<file path="config.mk">
export PLATFORM = sky130hd
export DESIGN_NAME = fabric_mem_arb
export DESIGN_NICKNAME = d
export VERILOG_FILES = /design/src/rtl/fabric_mem_arb.sv
export SDC_FILE = /design/constraint.sdc
export NUM_CORES = 1
export LEC_CHECK = 0
export ABC_CLOCK_PERIOD_IN_PS = 2000
export CAP_MARGIN = 5
export CORE_MARGIN = 8
export CORE_UTILIZATION = 38
export DETAILED_ROUTE_END_ITERATION = 16
export MAX_ROUTING_LAYER = met4
export PLACE_DENSITY = 0.78
export RECOVER_POWER = 100
export SETUP_SLACK_MARGIN = 0.2
export SYNTH_ARGS = -nofsm -noshare
export SYNTH_HDL_FRONTEND = slang
export SYNTH_SLANG_ARGS = --single-unit
</file>
<file path="constraint.sdc">
create_clock -name clk -period 2 [get_ports clk]
set_input_delay 0.3 -clock clk [delete_from_list [all_inputs] [get_ports clk]]
set_output_delay 0.3 -clock clk [all_outputs]
set_load 0.02 [all_outputs]
</file>
<file path="src/rtl/fabric_mem_arb.sv">
// Round-robin arbiter sharing one word-wide memory port between two fabric masters, one transaction in flight.
// Define FABRIC_ARB_TIMEOUT_EN to add the WAIT-state response timeout and the ERR abort path.
module fabric_mem_arb #(
    parameter int unsigned TIMEOUT = 255
) (
    input  logic        clk,
    input  logic        rst,
    input  logic        m0_req,
    input  logic        m0_we,
    input  logic [31:0] m0_addr,
    input  logic [31:0] m0_wdata,
    output logic        m0_done,
    output logic        m0_err,
    output logic [31:0] m0_rdata,
    input  logic        m1_req,
    input  logic        m1_we,
    input  logic [31:0] m1_addr,
    input  logic [31:0] m1_wdata,
    output logic        m1_done,
    output logic        m1_err,
    output logic [31:0] m1_rdata,
    output logic        mem_req,
    output logic        mem_we,
    output logic [31:0] mem_addr,
    output logic [31:0] mem_wdata,
    input  logic [31:0] mem_rdata,
    input  logic        mem_rdy,
    output logic        busy,
    output logic        last_gnt
);

    if (TIMEOUT < 1 || TIMEOUT > 255) begin : g_bad_timeout
        $error("fabric_mem_arb: TIMEOUT must lie in 1..255");
    end

`ifdef FABRIC_ARB_TIMEOUT_EN
    typedef enum logic [2:0] {S_IDLE, S_ISSUE, S_WAIT, S_RESP, S_ERR} state_t;
`else
    typedef enum logic [1:0] {S_IDLE, S_ISSUE, S_WAIT, S_RESP} state_t;
`endif

    state_t state_q, state_d;
    logic   gnt_q;
    logic   any_req;
    logic   win;

`ifdef FABRIC_ARB_TIMEOUT_EN
    logic [7:0] timer_q;
    logic       timed_out;
    assign timed_out = (timer_q == 8'(TIMEOUT - 1));
`endif

    assign any_req = m0_req | m1_req;
    // On a tie the master that was not served last wins; otherwise the lone requester.
    assign win     = (m0_req & m1_req) ? ~gnt_q : m1_req;

    always_comb begin
        // NOTE: default assigned first so every path drives state_d and no latch is inferred.
        state_d = state_q;
        case (state_q)
            S_IDLE:  if (any_req) state_d = S_ISSUE;
            S_ISSUE: state_d = S_WAIT;
            S_WAIT: begin
                if (mem_rdy) begin
                    state_d = S_RESP;
`ifdef FABRIC_ARB_TIMEOUT_EN
                end else if (timed_out) begin
                    state_d = S_ERR;
`endif
                end
            end
            default: state_d = S_IDLE;
        endcase
    end

    assign mem_req  = (state_q == S_ISSUE);
    assign busy     = (state_q != S_IDLE);
    assign last_gnt = gnt_q;
    assign m0_done  = (state_q == S_RESP) & ~gnt_q;
    assign m1_done  = (state_q == S_RESP) &  gnt_q;
`ifdef FABRIC_ARB_TIMEOUT_EN
    assign m0_err   = (state_q == S_ERR) & ~gnt_q;
    assign m1_err   = (state_q == S_ERR) &  gnt_q;
`else
    assign m0_err   = 1'b0;
    assign m1_err   = 1'b0;
`endif

    // NOTE: synchronous reset clears the rdata registers too, since masters read them directly.
    always_ff @(posedge clk) begin
        if (rst) begin
            state_q   <= S_IDLE;
            gnt_q     <= 1'b1;
            mem_we    <= 1'b0;
            mem_addr  <= '0;
            mem_wdata <= '0;
            m0_rdata  <= '0;
            m1_rdata  <= '0;
`ifdef FABRIC_ARB_TIMEOUT_EN
            timer_q   <= '0;
`endif
        end else begin
            state_q <= state_d;
            if (state_q == S_IDLE && any_req) begin
                gnt_q     <= win;
                mem_we    <= win ? m1_we    : m0_we;
                mem_addr  <= win ? m1_addr  : m0_addr;
                mem_wdata <= win ? m1_wdata : m0_wdata;
            end
            if (state_q == S_WAIT && mem_rdy) begin
                if (gnt_q) m1_rdata <= mem_rdata;
                else       m0_rdata <= mem_rdata;
            end
`ifdef FABRIC_ARB_TIMEOUT_EN
            if (state_q == S_ISSUE) begin
                timer_q <= '0;
            end else if (state_q == S_WAIT && !mem_rdy) begin
                // Abort zeroes the granted master's rdata so it reads 0 during the err pulse.
                if (timed_out) begin
                    if (gnt_q) m1_rdata <= '0;
                    else       m0_rdata <= '0;
                end else begin
                    timer_q <= timer_q + 8'd1;
                end
            end
`endif
        end
    end

endmodule

</file>
==> metrics list <==
- Run status: finished clean
- Power spread over the standard cell area amounts to 1200 nW/µm².
- Cell count after synthesis: 671
- Cells traversed along the worst timing path: dlygate4sd3_1
- Required time worst endpoint: 1.70 ns
- Worst clock skew: 0.007534 ns
- The number of buffers and inverters on the critical path is 1.
- For this run, the total global-route usage over all layers was measured as 0.2136.
- Clock-pin slew was measured on the worst setup and hold paths at 0.05 ns.
* Worst-case clock buffer depth: 2
- In the finished design, the share of the clock period the worst path needs comes to 0.9013.
* Standard cell core area: 13720 µm²
* Count of buffers from port buffering: 300
- Proportion of layout cells with a drive suffix above 1: 0.05225
* Worst min path class: in -> reg
- Unique cell type count in the Yosys netlist: 27
* Detailed router's first-iteration violation count: 283
- Max_cap viols: 0
- Largest area contributor in the synthesized netlist: dfxtp_1
* Die width: 133.7 µm
* WHS Endpoint: m1_rdata[2]
- Maximum number of pins on one net before global-route repair: 57
* Max Transition Viols Final: 0
- Worst Min Path Start: rst
- Along the worst hold path, the cell count comes to 2.
- Root Driver: clkbuf_16
* Number of filler cells placed in the layout: 1173
- The die is 133.7 µm tall.
* Kind of end point of the critical path: output pin
* Signal arrival time at the worst endpoint: 1.50 ns
- Number of cells on the worst reg-to-reg path: 6
- Critical path class: reg -> out
- Via count of the routed design: 5537
- Dividing the detail-routed via count by the number of cells gives 4.870.
* Post-layout worst setup margin: 0.1974 ns
- Area of the multi-input gates: 2306 µm²
* RePlAce Congestion: 0.8505
* Reg-to-Reg End: mem_wdata[23]
- The first detailed-routing pass took 4 iterations.
- Rows: 43
* Final setup violation count: 0
- In this run the number of H-tree levels came out at 4.
- Area share of the largest cell type after synthesis: 0.5018
- The first global-routing pass estimated 29.15 mm of wire.
- The number of antenna diodes in the final layout is 0.
* Setup repair after global routing missed its margin: true
* Leak Pwr: 3.705 nW
* Total area of sequential cells: 2643 µm²
* Overflow after GRT: 0
- After synthesis the netlist holds a flip-flop and latch count of 132.
* Worst reg2reg path startpoint: state_q[0]
* Fmax achieved: 0.5548 GHz
- Layout area overhead: 71.37%
- Across all register-to-register paths, the minimum setup slack is 0.30 ns.
* Final #Nets: 1115
* Residual DRC count: 0
- Yosys printed 0 warnings.
- On the critical path the largest part of the delay comes from buffers and inverters.
- Buffers added to address setup during post-CTS repair amount to 0.
- TritonCTS built the clock tree.
- Part of the Yosys area used for sequential elements: 0.5018
- By area the synthesized netlist is led by dfxtp_1 (50%), nand2_1 (18%), a311oi_1 (11%), a21oi_1 (6.3%), nor2_1 (4.6%).
* Worst slack, placed: 0.1124 ns
- In this run the number of cells on the critical path is 1.
* Startpoint class of the critical path: flip-flop
- The worst-case IR drop observed on VDD is 0.5622 mV.
- For the worst-skew pair, the clock arrives at the later sink with an insertion delay of 0.41 ns.
- Crit path largest cell delay: 0.76 ns
* Via count of the first global-routing pass: 5386
- The count of nets left with antenna violations once routing finished came out at 0.
- Post-synthesis area per instance: 7.848 µm²
- Counting every sink on the clock net gives 132.
- Instance area at placement: 8424 µm²
- Starting density of the core: 0.3839
- The wire-length estimate of the detail-placed layout is 14.09 mm.
- Die Area: 17880 µm²
- Hold repair after CTS inserted 0 buffers.
- After detailed routing, the total wire length is 18.94 mm.
- In this run the worst path has a maximum fanout of 2.
* Post-route cell area: 9025 µm²
- In the final timing run, aggregate negative setup slack is 0 ns.
- Avg WL per Cell: 16.66 µm
* Netlist Area Pre-Place: 5266 µm²
- Number of buffers created by CTS: 17
- For this design the top-level I/O count stands at 303.
- Final min period: 1.803 ns
- The number of antenna violations at the first check in global routing was 0.
- The slowest stage of the critical path belongs to the cell dlygate4sd3_1.
- Final number of hold-violating endpoints: 0
[per-layer routing]
| layer | wire length (µm) | up-vias | GRT usage |
|---|---|---|---|
| met5 | 0 | - | - |
| met4 | 283 | 0 | 0.05926 |
| met3 | 1740 | 18 | 0.08547 |
| met2 | 9445 | 221 | 0.3569 |
| met1 | 7473 | 2497 | 0.2306 |
| li1 | - | 2801 | - |
[flip-flops by register name, indices dropped and copies added, names as in the netlist]
| signal | count |
|---|---|
| m1_rdata | 32 |
| mem_wdata | 32 |
| last_gnt | 1 |
| m0_rdata | 32 |
| state_q | 2 |
| mem_we | 1 |
| mem_addr | 32 |
[power by group]
part / switching [mW] / internal (mW) / total, mW / leakage [nW]
combinational: 2.24 / 1.71 / 3.96 / 2.32
clock: 1.15 / 2.15 / 3.29 / 0.305
sequential: 0.309 / 3.27 / 3.57 / 1.08
[worst max path at each step]
stage                  from      endpoint  slack, ns
6_report       mem_addr[29]  mem_addr[29]       0.20
3_5_place_dp         m1_req  mem_addr[24]       0.11
2_1_floorplan    state_q[0]  mem_addr[26]       0.60
3_3_place_gp         m1_req   mem_addr[4]       0.15
4_1_cts          state_q[0]          busy        0.1
5_1_grt          state_q[1]  mem_wdata[7]       0.11
[cells in the final DEF, fill, tap and decap left out, types with 2 or more instances in the layout]
master,instances
clkbuf_8,2
conb_1,2
buf_12,10
ha_1,4
a21oi_1,66
dlygate4sd3_1,129
clkinvlp_4,3
inv_1,4
buf_4,3
a311oi_1,65
nand2b_1,2
dlygate4sd2_1,2
nor2_1,65
clkinv_2,4
clkbuf_1,2
nand2_1,258
clkbuf_16,17
clkdlybuf4s50_1,165
dfxtp_1,132
bufinv_16,4
[area by class of cell]
type	instances	area share
inverters	4	0.001664
well taps	180	0.02495
clock inverters	13	0.01996
clock buffers	19	0.05019
repair buffers	313	0.3549
flip-flops and latches	132	0.2928
multi-input cells	476	0.2555
[cells by family (layout without fill, tap and decap cells)]
| group | Yosys count | after routing | synth area share |
|---|---|---|---|
| simple gates | 332 | 332 | 0.2414 |
| compound gates | 137 | 137 | 0.1810 |
| flops | 132 | 132 | 0.5018 |
| buf+inv | 64 | 349 | 0.06367 |
| fa+ha+maj | 4 | 4 | 0.009504 |
| other cells | 1 | 2 | 0.0007121 |
| mux | 1 | 1 | 0.001901 |
[cell usage after synthesis]
master	instances
and3b_1	1
ha_1	4
and3_1	1
o21a_1	1
mux2i_1	1
a31oi_1	1
conb_1	1
inv_1	4
nand2b_1	2
a21boi_2	1
dfxtp_1	132
nand2_1	258
buf_4	10
buf_6	5
nand3b_1	1
clkbuf_1	29
nor2b_1	1
nand3_1	1
o21a_2	1
a21oi_1	66
a311oi_1	65
nor2_1	65
buf_2	16
o32a_1	1
a21bo_1	1
or2_2	1
and2_1	1
[per-stage QoR]
step | hold WS (ns) | instances | power [mW] | util
after global routing | 0.3086 | 1137 | 11.38 | 0.6578
after floorplan | 0.4360 | 672 | 5.803 | -
after global placement | 0.4411 | 1105 | 7.894 | 0.6140
after detailed placement | 0.4464 | 1105 | 7.942 | 0.6140
final | 0.2982 | 1137 | 10.83 | 0.6578
after CTS | 0.2842 | 1137 | 11.25 | 0.6598
[what timing repair did]
action,CTS,global route
resized for setup,6,6
endpoints found under the hold margin,0,0
setup endpoints to repair,5,3
Note: power is estimated with default switching activity, not from simulation.
